$ cat config.mk
export PLATFORM = sky130hd
export DESIGN_NAME = hack_cpu
export DESIGN_NICKNAME = d
export VERILOG_FILES = /design/src/rtl/hack_pkg.sv /design/src/rtl/hack_alu.sv /design/src/rtl/hack_cpu.sv
export SDC_FILE = /design/constraint.sdc
export NUM_CORES = 1
export LEC_CHECK = 0
export ABC_AREA = 1
export CAP_MARGIN = 20
export CORE_MARGIN = 2
export CORE_UTILIZATION = 45
export CTS_BUF_LIST = sky130_fd_sc_hd__clkbuf_4 sky130_fd_sc_hd__clkbuf_8
export CTS_CLUSTER_DIAMETER = 120
export DETAILED_ROUTE_END_ITERATION = 10
export HOLD_SLACK_MARGIN = 0.08
export PLACE_DENSITY = 0.77
export SYNTH_ARGS = -nofsm -noshare
export SYNTH_HDL_FRONTEND = slang
export SYNTH_SLANG_ARGS = --single-unit
$ cat constraint.sdc
create_clock -name clk -period 7.5 [get_ports clk]
set_input_delay 1.125 -clock clk [delete_from_list [all_inputs] [get_ports clk]]
set_output_delay 1.125 -clock clk [all_outputs]
set_load 0.01 [all_outputs]
$ cat src/rtl/hack_pkg.sv
// Shared types and constants for the Hack-style CPU: FSM states, instruction field
// positions, jump decode and the default switch-port address.
package hack_pkg;

  typedef enum logic {FETCH, EXEC} state_t;

  localparam int unsigned BIT_CI = 15;
  localparam int unsigned BIT_A  = 12;
  localparam int unsigned BIT_ZX = 11;
  localparam int unsigned BIT_NX = 10;
  localparam int unsigned BIT_ZY = 9;
  localparam int unsigned BIT_NY = 8;
  localparam int unsigned BIT_F  = 7;
  localparam int unsigned BIT_NO = 6;
  localparam int unsigned BIT_D1 = 5;
  localparam int unsigned BIT_D2 = 4;
  localparam int unsigned BIT_D3 = 3;
  localparam int unsigned BIT_J1 = 2;
  localparam int unsigned BIT_J3 = 0;

  localparam logic [2:0] JMP_ALWAYS = 3'b111;

  localparam logic [14:0] SW_ADDR_DEF = 15'h6000;

  function automatic logic jump_taken(input logic [2:0] j, input logic zr, input logic ng);
    if (j == JMP_ALWAYS) return 1'b1;
    return (j[2] & ng) | (j[1] & zr) | (j[0] & ~ng & ~zr);
  endfunction

endpackage

$ cat src/rtl/hack_alu.sv
// Purely combinational Hack ALU: zero/negate each operand, add or AND, optionally
// negate the result, and flag zero/negative.
module hack_alu #(
  parameter int unsigned DATA_W = 16
) (
  input  logic [DATA_W-1:0] x,
  input  logic [DATA_W-1:0] y,
  input  logic              zx,
  input  logic              nx,
  input  logic              zy,
  input  logic              ny,
  input  logic              f,
  input  logic              no,
  output logic [DATA_W-1:0] out,
  output logic              zr,
  output logic              ng
);

  logic [DATA_W-1:0] x_z, x_n, y_z, y_n, res;

  always_comb begin
    x_z = zx ? '0 : x;
    x_n = nx ? ~x_z : x_z;
    y_z = zy ? '0 : y;
    y_n = ny ? ~y_z : y_z;
    res = f ? (x_n + y_n) : (x_n & y_n);
    out = no ? ~res : res;
    zr  = (out == '0);
    ng  = out[DATA_W-1];
  end

endmodule

$ cat src/rtl/hack_cpu.sv
// Hack-style CPU core: two-cycle FETCH/EXEC FSM, A/D/PC registers and jump logic.
// Optional HACK_SW_IO_EN maps the board switches onto the M operand at SW_ADDR.
module hack_cpu
  import hack_pkg::*;
#(
  parameter int unsigned       ADDR_W  = 15,
  parameter int unsigned       DATA_W  = 16,
  parameter logic [ADDR_W-1:0] SW_ADDR = SW_ADDR_DEF
) (
  input  logic              clk,
  input  logic              resetN,
  input  logic [DATA_W-1:0] inst,
  input  logic [DATA_W-1:0] in_m,
  input  logic [3:0]        SW,
  output logic [DATA_W-1:0] out_m,
  output logic              write_m,
  output logic [ADDR_W-1:0] data_addr,
  output logic [ADDR_W-1:0] inst_addr
);

  state_t            state_q;
  logic [DATA_W-1:0] a_q, d_q;
  logic [ADDR_W-1:0] pc_q;

  logic [DATA_W-1:0] m_val, y_val, alu_out;
  logic              alu_zr, alu_ng, is_c, jump;

`ifdef HACK_SW_IO_EN
  assign m_val = (a_q[ADDR_W-1:0] == SW_ADDR) ? {{(DATA_W-4){1'b0}}, SW} : in_m;
  logic unused_bits;
  assign unused_bits = ^inst[14:13];
`else
  assign m_val = in_m;
  logic unused_bits;
  assign unused_bits = ^{SW, SW_ADDR, inst[14:13]};
`endif

  assign y_val = inst[BIT_A] ? m_val : a_q;

  hack_alu #(
    .DATA_W(DATA_W)
  ) u_alu (
    .x  (d_q),
    .y  (y_val),
    .zx (inst[BIT_ZX]),
    .nx (inst[BIT_NX]),
    .zy (inst[BIT_ZY]),
    .ny (inst[BIT_NY]),
    .f  (inst[BIT_F]),
    .no (inst[BIT_NO]),
    .out(alu_out),
    .zr (alu_zr),
    .ng (alu_ng)
  );

  assign is_c      = (state_q == EXEC) && inst[BIT_CI];
  assign jump      = jump_taken(inst[BIT_J1:BIT_J3], alu_zr, alu_ng);
  assign write_m   = is_c && inst[BIT_D3];
  // ROM output is not meaningful while held in reset, so the write data is forced low.
  assign out_m     = resetN ? alu_out : '0;
  assign data_addr = a_q[ADDR_W-1:0];
  assign inst_addr = pc_q;

  always_ff @(posedge clk or negedge resetN) begin
    if (!resetN) begin
      state_q <= FETCH;
      a_q     <= '0;
      d_q     <= '0;
      pc_q    <= '0;
    end else begin
      unique case (state_q)
        FETCH: state_q <= EXEC;
        EXEC: begin
          state_q <= FETCH;
          if (!inst[BIT_CI]) begin
            a_q  <= {{(DATA_W-ADDR_W){1'b0}}, inst[ADDR_W-1:0]};
            pc_q <= pc_q + 1'b1;
          end else begin
            if (inst[BIT_D1]) a_q <= alu_out;
            if (inst[BIT_D2]) d_q <= alu_out;
            // Jump target and M address both use the A value from before this update.
            pc_q <= jump ? a_q[ADDR_W-1:0] : pc_q + 1'b1;
          end
        end
        default: state_q <= FETCH;
      endcase
    end
  end

endmodule

==> qor.txt <==
status: complete, no violations
Max-cap violations: 0
end of the worst hold path: d_q[2]$_DFFE_PN0P_
later-pin clock latency in the skew report: 310 ps
All-Layer GR Usage: 23.0%
share of cells above drive strength 1: 5.86%
Critical Path Start: inst[12]
Reg2Reg Depth: 24
met1 usage in global routing: 31.7%
number of cells on the worst hold path: 2
TritonRoute pass-1 iters: 5
vias in the first global route: 4460
Iteration-0 DRC Markers: 351
R2R Path Start: a_q[0]$_DFFE_PN0P_
nets: 857
worst hold-check path type: register to register
Hold Path Origin: d_q[2]$_DFFE_PN0P_
Mapped Area: 4820 um^2
H-Tree Depth: 2
Mapped Avg Cell Area: 6.35 um^2
asr flop ratio synth: 100%
reg-to-reg slack, setup: 3750 ps
Site Rows: 37
Setup Buffers After CTS: 0
CTS clk-pin slew, worst paths: 90 ps
routability cong.: 0.915
share of the yosys chip area belonging to registers: 24.9%
synthesized net count: 815
final hold vios: 0
worst vdd ir: 150 uV
Tmin final: 6050 ps
predominant post-synthesis flop cell: dfrtp_1
Clock Skew: 11.5 ps
M3 GR Usage: 3.33%
Mapped Cells: 759
clock buffer depth: 2
area of the multi-input gates: 2950 um^2
post-layout power: 1420 uW
Synth Register Bits: 48
routed len/inst: 13.9 um
critical path type: input port to output port
drt drc: 0
register area: 1200 um^2
crit path DAT: 4930 ps
post-layout util: 54.3%
DP HPWL: 9840 um
Rel. slew slack: 27.5%
Worst EP required: 6380 ps
Root Buffer: clkbuf_8
Pins Over Slew Limit: 0
hold_buf cts: 0
met2 usage: 37.5%
period utilization: 80.7%
total CTS buffers: 5
Final TNS setup: 0 ps
core footprint: 10400 um^2
DIE HEIGHT: 107 um
Least-Margin Pin Slew: 1080 ps
largest net degree at the start of global routing: 50
YS warnings: 0
TritonCTS clock tree: yes
busiest grt layer: met2
die area: 11500 um^2
CP Capture Type: output port
worst r2r dst: inst_addr[0]$_DFFE_PN0P_
Starting Density: 46.5%
Leakage: 0.00285 uW
Synth-to-Final Area Change: 16.9%
post-synth cell types: 35
CP Max Fanout: 31
initial antenna violation count: 0
Sink Count: 48
via-per-instance ratio: 5.22
unrepaired setup endpoints after global routing: no
Setup Viol. Count Final: 0
PwrDens: 252 nW/um^2
f_max: 165 MHz
number of synthesized flops with an enable pin: 0
antenna diode count: 0
# IOs: 85
total global routing overflow: 0
Die W: 107 um
DRT Wirelength: 13000 um
via count: 4895
first-pass GRT wire length: 21300 um
Fillers: 1053
ANT nets after route: 0
startpoint class of the critical path: input port
Resize count post-CTS: 0
Port Buffers: 80
[layer usage]
| metal | up-vias | share of wire [%] |
|---|---|---|
| met1 | 2238 | 47 |
| met2 | 160 | 45 |
| met4 | 0 | 1.7 |
| li1 | 2478 | - |
| met5 | - | 0 |
| met3 | 19 | 6.1 |
[synth_stat cells, drive strengths merged, types with 6 or more instances]
library cell / number / area, um^2
xor2: 44 / 385
clkbuf: 18 / 67.6
nand2: 236 / 926
nor2: 37 / 149
dfrtp: 48 / 1200
inv: 103 / 387
nand3: 103 / 578
o211ai: 6 / 45.0
o22ai: 9 / 56.3
nand4: 6 / 37.5
ha: 17 / 213
a21oi: 30 / 154
o21ai: 48 / 240
buf: 30 / 204
[critical path: stages]
cell and delay, ps:
clkdlybuf4s50_1 470, inv_1 620, o21ai_0 240, xor2_1 190
ha_1 280, fa_1 430, nand2_2 100, nand2_1 60
nand3_1 100, nand2_2 80, nand2_1 110, nand2_1 90
nand2_1 70, nand3_1 90, nand3_2 100, nand2_2 120
nor2_1 100, clkdlybuf4s50_1 550
[where the power goes]
group	internal (uW)	leakage [uW]	switching, uW
clock	74.9	0.0000434	97.5
combinational	358	0.00224	487
sequential	332	0.000560	68.1
[state kept, by name (all words and copies together), names as in the netlist]
register	cells
d_q	16
a_q	16
state_q	1
inst_addr	15
[how the worst max path moves through the flow]
stage | to | slack [ps] | cells past startpoint
after floorplan | out_m[14] | 2890 | 16
after global placement | out_m[14] | 1510 | 18
after detailed placement | out_m[14] | 1500 | 18
after CTS | out_m[14] | 1470 | 18
after global routing | out_m[14] | 1130 | 18
final | out_m[14] | 1450 | 18
[per-stage QoR]
| stage | worst slack [ps] | hold slack, ps | cells | cell area, um^2 |
|---|---|---|---|---|
| 6_report | 1450 | 496 | 938 | 5630 |
| 5_1_grt | 1130 | 518 | 938 | 5630 |
| 4_1_cts | 1470 | 498 | 938 | 5630 |
| 3_5_place_dp | 1500 | 475 | 930 | 5530 |
| 3_3_place_gp | 1510 | 466 | 930 | 5530 |
| 2_1_floorplan | 2890 | 453 | 759 | 4820 |
[cells in the final DEF, fill, tap and decap left out, types with 2 or more instances in the layout]
| master | count |
|---|---|
| nor2_1 | 33 |
| o211ai_1 | 6 |
| ha_1 | 17 |
| buf_4 | 3 |
| o22ai_1 | 9 |
| o21ai_0 | 48 |
| xor2_1 | 44 |
| a21oi_1 | 29 |
| clkinv_1 | 3 |
| clkbuf_8 | 6 |
| xnor2_1 | 4 |
| nand3_1 | 92 |
| inv_1 | 102 |
| nor2_2 | 4 |
| clkinvlp_4 | 2 |
| clkdlybuf4s50_1 | 79 |
| nand4_1 | 6 |
| and2_1 | 3 |
| or2_2 | 3 |
| nor3_1 | 3 |
| nor3b_1 | 3 |
| nand2_1 | 222 |
| nand3_2 | 10 |
| dfrtp_1 | 48 |
| nand2_2 | 13 |
[cell families (layout without fill, tap and decap cells)]
group	Yosys count	after routing	synth area share (%)
xor gates and xnor gates	48	48	8.73
DFF	48	48	24.9
AOI/OAI and AO/OA	95	95	10.6
adders and majority gates	18	18	4.83
and+or+nand+nor	396	396	37.0
buffers and inverters	154	197	13.9
[area by class of cell]
type / instances / area share [%]
sequential: 48 / 21.3
clock inverter: 2 / 0.267
multi-input combinational: 557 / 52.3
tap: 136 / 3.02
inverter: 106 / 7.07
clock buffer: 6 / 1.47
timing repair buffer: 83 / 14.5
Note: power is estimated with default switching activity, not from simulation.
